### src/rtl/ro_ram_reader.sv
// Drains the ring-oscillator sample RAM over port B and sends each word as four bytes, MSB first, on a valid/ready stream.
// Optional stream header is built when RO_READER_HEADER_EN is defined.
module ro_ram_reader #(
  parameter int ADDR_W     = 13,
  parameter int RD_LATENCY = 1
) (
  input  logic              read_clk,
  input  logic              rst,
  input  logic              start,
  input  logic [ADDR_W:0]   sample_count,
  output logic              ram_en,
  output logic [ADDR_W-1:0] ram_addr,
  input  logic [31:0]       ram_dout,
  output logic [7:0]        tx_data,
  output logic              tx_valid,
  input  logic              tx_ready,
  output logic              busy,
  output logic              done
);

  typedef enum logic [2:0] {
    S_IDLE = 3'd0,
`ifdef RO_READER_HEADER_EN
    S_HDR  = 3'd1,
`endif
    S_RD   = 3'd2,
    S_WAIT = 3'd3,
    S_SEND = 3'd4,
    S_FIN  = 3'd5
  } state_t;

  localparam logic [ADDR_W:0] MAX_CNT = {1'b1, {ADDR_W{1'b0}}};

  state_t              state_q, state_d;
  logic [ADDR_W:0]     remaining_q, remaining_d;
  logic [ADDR_W-1:0]   addr_q, addr_d;
  logic [31:0]         shift_q, shift_d;
  logic [1:0]          byte_q, byte_d;
  logic [1:0]          wait_q, wait_d;
  logic                zero_q, zero_d;

`ifdef RO_READER_HEADER_EN
  logic [31:0] hdr_cnt;
  assign hdr_cnt = 32'(remaining_q);
`endif

  always_ff @(posedge read_clk) begin
    if (rst) begin
      state_q     <= S_IDLE;
      remaining_q <= '0;
      addr_q      <= '0;
      shift_q     <= '0;
      byte_q      <= '0;
      wait_q      <= '0;
      zero_q      <= 1'b0;
    end else begin
      state_q     <= state_d;
      remaining_q <= remaining_d;
      addr_q      <= addr_d;
      shift_q     <= shift_d;
      byte_q      <= byte_d;
      wait_q      <= wait_d;
      zero_q      <= zero_d;
    end
  end

  always_comb begin
    state_d     = state_q;
    remaining_d = remaining_q;
    addr_d      = addr_q;
    shift_d     = shift_q;
    byte_d      = byte_q;
    wait_d      = wait_q;
    zero_d      = zero_q;
    ram_en      = 1'b0;
    tx_valid    = 1'b0;
    tx_data     = 8'h00;
    busy        = 1'b1;
    done        = 1'b0;

    case (state_q)
      S_IDLE: begin
        busy = 1'b0;
        if (start) begin
          remaining_d = sample_count[ADDR_W] ? MAX_CNT : sample_count;
          addr_d      = '0;
          byte_d      = '0;
`ifdef RO_READER_HEADER_EN
          state_d = S_HDR;
`else
          if (remaining_d != '0) begin
            state_d = S_RD;
          end else begin
            state_d = S_FIN;
            zero_d  = 1'b1;
          end
`endif
        end
      end
`ifdef RO_READER_HEADER_EN
      S_HDR: begin
        tx_valid = 1'b1;
        case (byte_q)
          2'd0:    tx_data = 8'hA5;
          2'd1:    tx_data = 8'h5A;
          2'd2:    tx_data = hdr_cnt[15:8];
          default: tx_data = hdr_cnt[7:0];
        endcase
        if (tx_ready) begin
          byte_d = byte_q + 2'd1;
          if (byte_q == 2'd3) state_d = (remaining_q != '0) ? S_RD : S_FIN;
        end
      end
`endif
      S_RD: begin
        ram_en  = 1'b1;
        wait_d  = 2'(RD_LATENCY - 1);
        state_d = S_WAIT;
      end
      S_WAIT: begin
        if (wait_q == 2'd0) begin
          shift_d = ram_dout;
          byte_d  = '0;
          state_d = S_SEND;
        end else begin
          wait_d = wait_q - 2'd1;
        end
      end
      S_SEND: begin
        tx_valid = 1'b1;
        tx_data  = shift_q[31:24];
        if (tx_ready) begin
          shift_d = {shift_q[23:0], 8'h00};
          byte_d  = byte_q + 2'd1;
          if (byte_q == 2'd3) begin
            remaining_d = remaining_q - 1'b1;
            // addr stops on the last word so it never wraps within a drain
            if (remaining_q != 1) begin
              addr_d  = addr_q + 1'b1;
              state_d = S_RD;
            end else begin
              state_d = S_FIN;
            end
          end
        end
      end
      S_FIN: begin
        // a zero-length drain lingers here one cycle so busy shows and done lands two cycles after start
        if (zero_q) begin
          zero_d = 1'b0;
        end else begin
          done    = 1'b1;
          busy    = 1'b0;
          state_d = S_IDLE;
        end
      end
      default: state_d = S_IDLE;
    endcase
  end

  assign ram_addr = addr_q;

endmodule

### config.mk
export PLATFORM = sky130hd
export DESIGN_NAME = ro_ram_reader
export DESIGN_NICKNAME = d
export VERILOG_FILES = /design/src/rtl/ro_ram_reader.sv
export SDC_FILE = /design/constraint.sdc
export NUM_CORES = 1
export LEC_CHECK = 0
export CELL_PAD_IN_SITES_DETAIL_PLACEMENT = 1
export CELL_PAD_IN_SITES_GLOBAL_PLACEMENT = 1
export CORE_MARGIN = 3
export CORE_UTILIZATION = 39
export CTS_CLUSTER_DIAMETER = 150
export DETAILED_ROUTE_END_ITERATION = 6
export GPL_ROUTABILITY_DRIVEN = 0
export MAX_ROUTING_LAYER = met4
export PLACE_DENSITY = 0.89
export SLEW_MARGIN = 15
export SYNTH_ARGS = -nofsm -noshare
export SYNTH_HDL_FRONTEND = slang
export SYNTH_SLANG_ARGS = --single-unit
export TNS_END_PERCENT = 5
### constraint.sdc
create_clock -name read_clk -period 2.2 [get_ports read_clk]
set_input_delay 0.44 -clock read_clk [delete_from_list [all_inputs] [get_ports read_clk]]
set_output_delay 0.44 -clock read_clk [all_outputs]
set_load 0.005 [all_outputs]
==> results of run 1 <==
## kinds of logic after synthesis
group           Yosys count  synth area share
flops                    67             0.343
fa+ha+maj                 5            0.0160
compound gates          114             0.254
mux                      12            0.0307
buf+inv                  53            0.0762
simple gates            215             0.279
## state kept, by name, indices dropped and copies added, names as in the netlist
| register | count |
|---|---|
| state_q | 3 |
| wait_q | 2 |
| ram_addr | 13 |
| zero_q | 1 |
| byte_q | 2 |
| shift_q | 32 |
| remaining_q | 14 |
## cells in the mapped netlist, types with 2 or more instances
cell	number	area, um2
or3_1	14	87.6
a211oi_2	2	25.0
buf_6	6	67.6
a32oi_1	3	26.3
a2111oi_2	6	90.1
o31ai_1	2	15.0
a211oi_1	4	30.0
nor2b_1	5	31.3
o21ai_0	11	55.1
a22oi_1	10	75.1
o32ai_1	3	26.3
o2bb2ai_1	2	17.5
dfxtp_1	67	1340
a31oi_1	3	18.8
clkbuf_1	18	67.6
and2_1	9	56.3
a21oi_1	18	90.1
and3_1	7	43.8
or3b_2	3	26.3
ha_1	5	62.6
buf_1	2	7.51
a2111oi_4	3	82.6
mux2i_1	12	120
nand2_1	68	255
nor3b_1	4	30.0
o22ai_1	4	25.0
a311oi_1	21	184
and4_1	3	26.3
nor3_1	5	25.0
inv_1	13	48.8
buf_4	4	30.0
a311oi_2	6	90.1
nor4_1	7	43.8
nor2_1	53	199
nand3_1	13	65.1
nor4b_1	2	17.5
nand4_1	5	31.3
buf_2	7	35.0
nor4_4	2	42.5
a21o_1	5	37.5
nand2b_1	7	43.8
## worst max-delay path: stages (launching register included)
cell             delay, ns
dfxtp_2               0.36
or3b_4                0.42
inv_8                 0.10
and2_1                0.13
clkdlybuf4s50_1       0.50
## power by group through the flow
stage	logic (mW)	registers [mW]	clock network (mW)
finish	0.535	1.29	1.10
global route	0.584	1.30	1.16
CTS	0.529	1.29	1.11
detailed placement	0.516	1.32	0
global placement	0.500	1.31	0
floorplan	0.306	1.31	0
## worst paths after layout
kind	start	endpoint	depth (start not counted)
worst max register to register	state_q[0]	shift_q[25]	7
worst min-delay path	ram_addr[12]	ram_addr[12]	2
worst max-delay path	state_q[0]	tx_data[0]	4
worst min register to register	ram_addr[12]	ram_addr[12]	2
## through the flow
step / util / cells / TNS [ns]
CTS: 0.528 / 670 / -0.902
global route: 0.530 / 670 / -1.81
finish: 0.530 / 670 / -0.786
detailed placement: 0.501 / 650 / -0.245
global placement: 0.501 / 650 / 0
floorplan: - / 466 / 0
## timing repair
action | in CTS | in global routing
pin swaps | 2 | 4
gates resized for setup | 5 | 4
setup endpoints to repair | 12 | 37
setup buffers | 4 | 0
## metal layers
| metal | vias up | share of wire |
|---|---|---|
| met4 | 0 | 0.017 |
| met5 | - | 0 |
| met1 | 1903 | 0.43 |
| met2 | 117 | 0.50 |
| met3 | 20 | 0.052 |
| li1 | 1848 | - |
## cell type report
class,count,area [um2]
fillers,1140,4470
multi-input cells,346,2290
flip-flops and latches,67,1340
repair buffers,98,977
well taps,129,161
clock buffers,9,124
clock inverters,7,82.6
inverters,14,60.1
==> results.sh, run 1 <==
export IMPL_htree_levels=3
export IMPL_finalSetupViolations=9
export IMPL_post_route_period_util=1.04
export IMPL_place_ws_ns=-0.0618
export IMPL_slew_viol_final=0
export IMPL_fin_worst_skew_ns=0.0102
export IMPL_fin_crit_ns=2.30
export IMPL_cts_tree="built"
export IMPL_numCtsBuffers=9
export IMPL_p_per_area_nw_per_um2=581
export IMPL_drt_pass1_iterations=4
export IMPL_ys_seq_area_frac=0.343
export IMPL_post_dp_cell_area_um2=4760
export IMPL_hold_ws_ns=0.477
export IMPL_dieArea_um2=11300
export IMPL_power_frac_clock=0.376
export IMPL_die_h_um=106
export IMPL_antenna_found_initial=0
export IMPL_gr_total_overflow=0
export IMPL_hold_viol=0
export IMPL_violations="negative setup slack"
export IMPL_p_seq_frac=0.441
export IMPL_use_met2=0.385
export IMPL_setup_ws_ns=-0.0988
export IMPL_drv_cap=0
export IMPL_final_cell_area_um2=5030
export IMPL_routedWlPerCell_um=18.5
export IMPL_critPathArrivalTime_ns=1.86
export IMPL_root_buffer="clkbuf_8"
export IMPL_slew_headroom=0.505
export IMPL_grt_usage=0.228
export IMPL_hold_buffers=0
export IMPL_syn2layout_area_growth_pct=28.8
export IMPL_die_x_um=106
export IMPL_grt_busiest_layer="met2"
export IMPL_core_um2=9500
export IMPL_wl_mm=12.4
export IMPL_mostFrequentLayoutCells="clkdlybuf4s50_1 (73), nand2_1 (68), dfxtp_1 (66)"
export IMPL_regToRegSetupSlack_ns=0.06
export IMPL_yosysUniqueCellTypes=63
export IMPL_syn_inst=466
export IMPL_cp_max_fo=11
export IMPL_insertion_delay_ns=0.35
export IMPL_synth_ff_type="dfxtp_1"
export IMPL_p_leak_nw=1.70
export IMPL_start_util=0.411
export IMPL_clock_sinks=67
export IMPL_synth_warnings=0
export IMPL_p_int_mw=2.05
export IMPL_swShare=0.299
export IMPL_syn_area_um2=3910
export IMPL_combPwrFrac=0.183
export IMPL_synth_edf_count=0
export IMPL_via_count=3888
export IMPL_drtAntennaViolNets=0
export IMPL_dr_first_iter_drc_count=235
export IMPL_hold_path_class="reg2reg"
export IMPL_total_power_mw=2.92
export IMPL_syn_area_per_cell_um2=8.39
export IMPL_worstMarginPinSlew_ns=0.739
export IMPL_viasPerCell=5.80
export IMPL_synth_fp_nets=521
export IMPL_drive_gt1_frac=0.135
export IMPL_layout_commonest_cell="clkdlybuf4s50_1"
export IMPL_fmax_mhz=435
export IMPL_end_kind="output pin"
export IMPL_diodes=0
export IMPL_max_vdd_ir_drop_mv=0.310
export IMPL_grt_max_degree=49
export IMPL_p_switching_uw=874
export IMPL_grt_pass1_wl_mm=20.5
export IMPL_finalNetCount=591
export IMPL_grt_pass1_vias=4087
export IMPL_async_flop_share=0
export IMPL_drc_errors=0
export IMPL_clock_path_buffers=2
export IMPL_rsz0062_at_grt="true"
export IMPL_path_clk_slew_ns=0.08
export IMPL_io_buffers=74
export IMPL_fp_row_count=35
export IMPL_pin_count=75
export IMPL_crit_type="reg2out"
export IMPL_cp_required_ns=1.76
export IMPL_synth_seq_cells=67
export IMPL_start_kind="register"
export IMPL_place_hpwl_mm=8.21
export IMPL_use_met1=0.277
export IMPL_gr_usage_met3=0.0401
export IMPL_outcome="finished, violations left"
No activity file was read; power rests on OpenSTA's default activity.
==> inputs of run 2 (changes only) <==
- REMOVE_ABC_BUFFERS: unset -> 1
==> run 2 against run 1 <==
The flow now finishes without violations. Fmax grew 11%. Combinational power up 2%. Count of clock-buffer cells in the layout is the same. Critical path type unchanged. Critical path depth stayed put.
==> results.sh, run 2 (synthesis gave the netlist of run 1 again) <==
export IMPL_rsz0062_at_grt="false"
export IMPL_wl_mm=12.9
export IMPL_cp_max_fo=12
export IMPL_critical_path_top_delay_family="simple AND/OR/NAND/NOR gates"
export IMPL_worstMarginPinSlew_ns=0.804
export IMPL_mostFrequentLayoutCells="nand2_1 (68), dfxtp_1 (66), clkdlybuf4s50_1 (61)"
export IMPL_grt_usage=0.235
export IMPL_final_cell_area_um2=5100
export IMPL_top_register="shift_q"
export IMPL_clock_sinks=67
export IMPL_io_buffers=74
export IMPL_worstPathCellList="or3b_4 > inv_8 > and2_1 > dlygate4sd2_1"
export IMPL_fp_row_count=35
export IMPL_diodes=0
export IMPL_max_vdd_ir_drop_mv=0.319
export IMPL_gr_total_overflow=0
export IMPL_hold_ws_ns=0.483
export IMPL_largest_register_ffs=32
export IMPL_core_um2=9500
export IMPL_grt_pass1_vias=4189
export IMPL_slew_viol_final=0
export IMPL_pin_count=75
export IMPL_critical_path_buf_inv_count=2
export IMPL_slowest_delay_ns=0.43
export IMPL_fin_crit_ns=2.07
export IMPL_routedWlPerCell_um=19.0
export IMPL_via_count=3990
export IMPL_syn2layout_area_growth_pct=30.6
export IMPL_grt_max_degree=49
export IMPL_setup_ws_ns=0.128
export IMPL_drtAntennaViolNets=0
export IMPL_hold_viol=0
export IMPL_post_dp_cell_area_um2=4800
export IMPL_p_per_area_nw_per_um2=594
export IMPL_start_kind="register"
export IMPL_die_x_um=106
export IMPL_die_h_um=106
export IMPL_reg2reg_to="shift_q[18]"
export IMPL_drv_cap=0
export IMPL_dieArea_um2=11300
export IMPL_end_kind="output pin"
export IMPL_endpoint="tx_data[0]"
export IMPL_grt_pass1_wl_mm=21.0
export IMPL_fin_worst_skew_ns=0.0139
export IMPL_setup_worst_path_start="state_q[2]"
export IMPL_fmax_mhz=483
export IMPL_total_power_mw=3.03
export IMPL_slew_headroom=0.462
export IMPL_root_buffer="clkbuf_8"
export IMPL_antenna_found_initial=0
export IMPL_cts_tree="built"
export IMPL_numCtsBuffers=9
export IMPL_dr_first_iter_drc_count=168
export IMPL_drive_gt1_frac=0.153
export IMPL_reg2regPathDepth=7
export IMPL_drt_pass1_iterations=5
export IMPL_hold_path_class="in2reg"
export IMPL_finalSetupViolations=0
export IMPL_layout_commonest_cell="nand2_1"
export IMPL_finalNetCount=600
export IMPL_insertion_delay_ns=0.36
export IMPL_crit_type="reg2out"
export IMPL_worstSetupPathDepth=4
export IMPL_place_hpwl_mm=8.58
export IMPL_drc_errors=0
export IMPL_setup_tns_ns=0
export IMPL_clock_path_buffers=2
export IMPL_regToRegSetupSlack_ns=0.17
export IMPL_start_util=0.411
export IMPL_rr_startpoint="state_q[0]"
export IMPL_critPathArrivalTime_ns=1.63
export IMPL_p_leak_nw=1.83
export IMPL_cp_slowest_cell="or3b_4"
export IMPL_post_route_period_util=0.942
export IMPL_htree_levels=3
export IMPL_path_clk_slew_ns=0.09
export IMPL_outcome="completed"
export IMPL_cp_required_ns=1.76
export IMPL_viasPerCell=5.88
export IMPL_place_ws_ns=-0.0251
[run 2: cell types whose count changed in the layout (fill, tap and decap cells not counted), sizes merged, moves of 2 or more]
cell / previous run / this run
clkinv: 0 / 4
clkdlybuf4s50: 73 / 61
buf: 25 / 33
inv: 18 / 15
dlygate4sd2: 0 / 10
dlymetal6s2s: 0 / 2
[run 2: worst min-delay path by stage]
stage | end | slack, ns | from | depth (start not counted)
after floorplan | byte_q[1] | 0.44 | byte_q[1] | 2
after global placement | byte_q[1] | 0.46 | byte_q[1] | 2
after detailed placement | byte_q[1] | 0.48 | byte_q[1] | 2
after CTS | shift_q[19] | 0.48 | rst | 2
after global routing | shift_q[19] | 0.48 | rst | 2
final | shift_q[19] | 0.48 | rst | 2
[run 2: metal layers]
metal  vias up  share of wire  GRT usage
met3        27          0.040     0.0443
met2       100           0.52      0.395
met5         -              0          -
li1       1870              -          -
met1      1993           0.42      0.281
met4         0          0.019     0.0833
[run 2: timing repair]
| action | in CTS | in global routing |
|---|---|---|
| pin swaps | 1 | 1 |
| resized for setup | 16 | 9 |
| setup endpoints to repair | 11 | 2 |
| gates cloned | 1 | 0 |
| hold buffers | 0 | 0 |
| buffers inserted | 4 | 2 |
| hold endpoints to repair | 0 | 0 |
[run 2: stage by stage]
step           utilization  instances
3_3_place_gp         0.505        656
4_1_cts              0.532        677
5_1_grt              0.537        679
2_1_floorplan            -        427
3_5_place_dp         0.505        656
6_report             0.537        679
[run 2: area by class of cell]
| type | count | area (um2) |
|---|---|---|
| well taps | 129 | 161 |
| repair buffers | 106 | 1020 |
| repair inverters | 1 | 3.75 |
| flip-flops and latches | 67 | 1340 |
| fillers | 1162 | 4400 |
| clock inverters | 7 | 100 |
| inverters | 14 | 63.8 |
| multi-input cells | 346 | 2290 |
| clock buffers | 9 | 124 |
[run 2: where the power goes]
part	leakage, nW	switching, mW	total, mW	internal, mW
registers	0.543	0.0393	1.29	1.25
clock network	0.114	0.548	1.19	0.646
logic	1.17	0.287	0.548	0.261
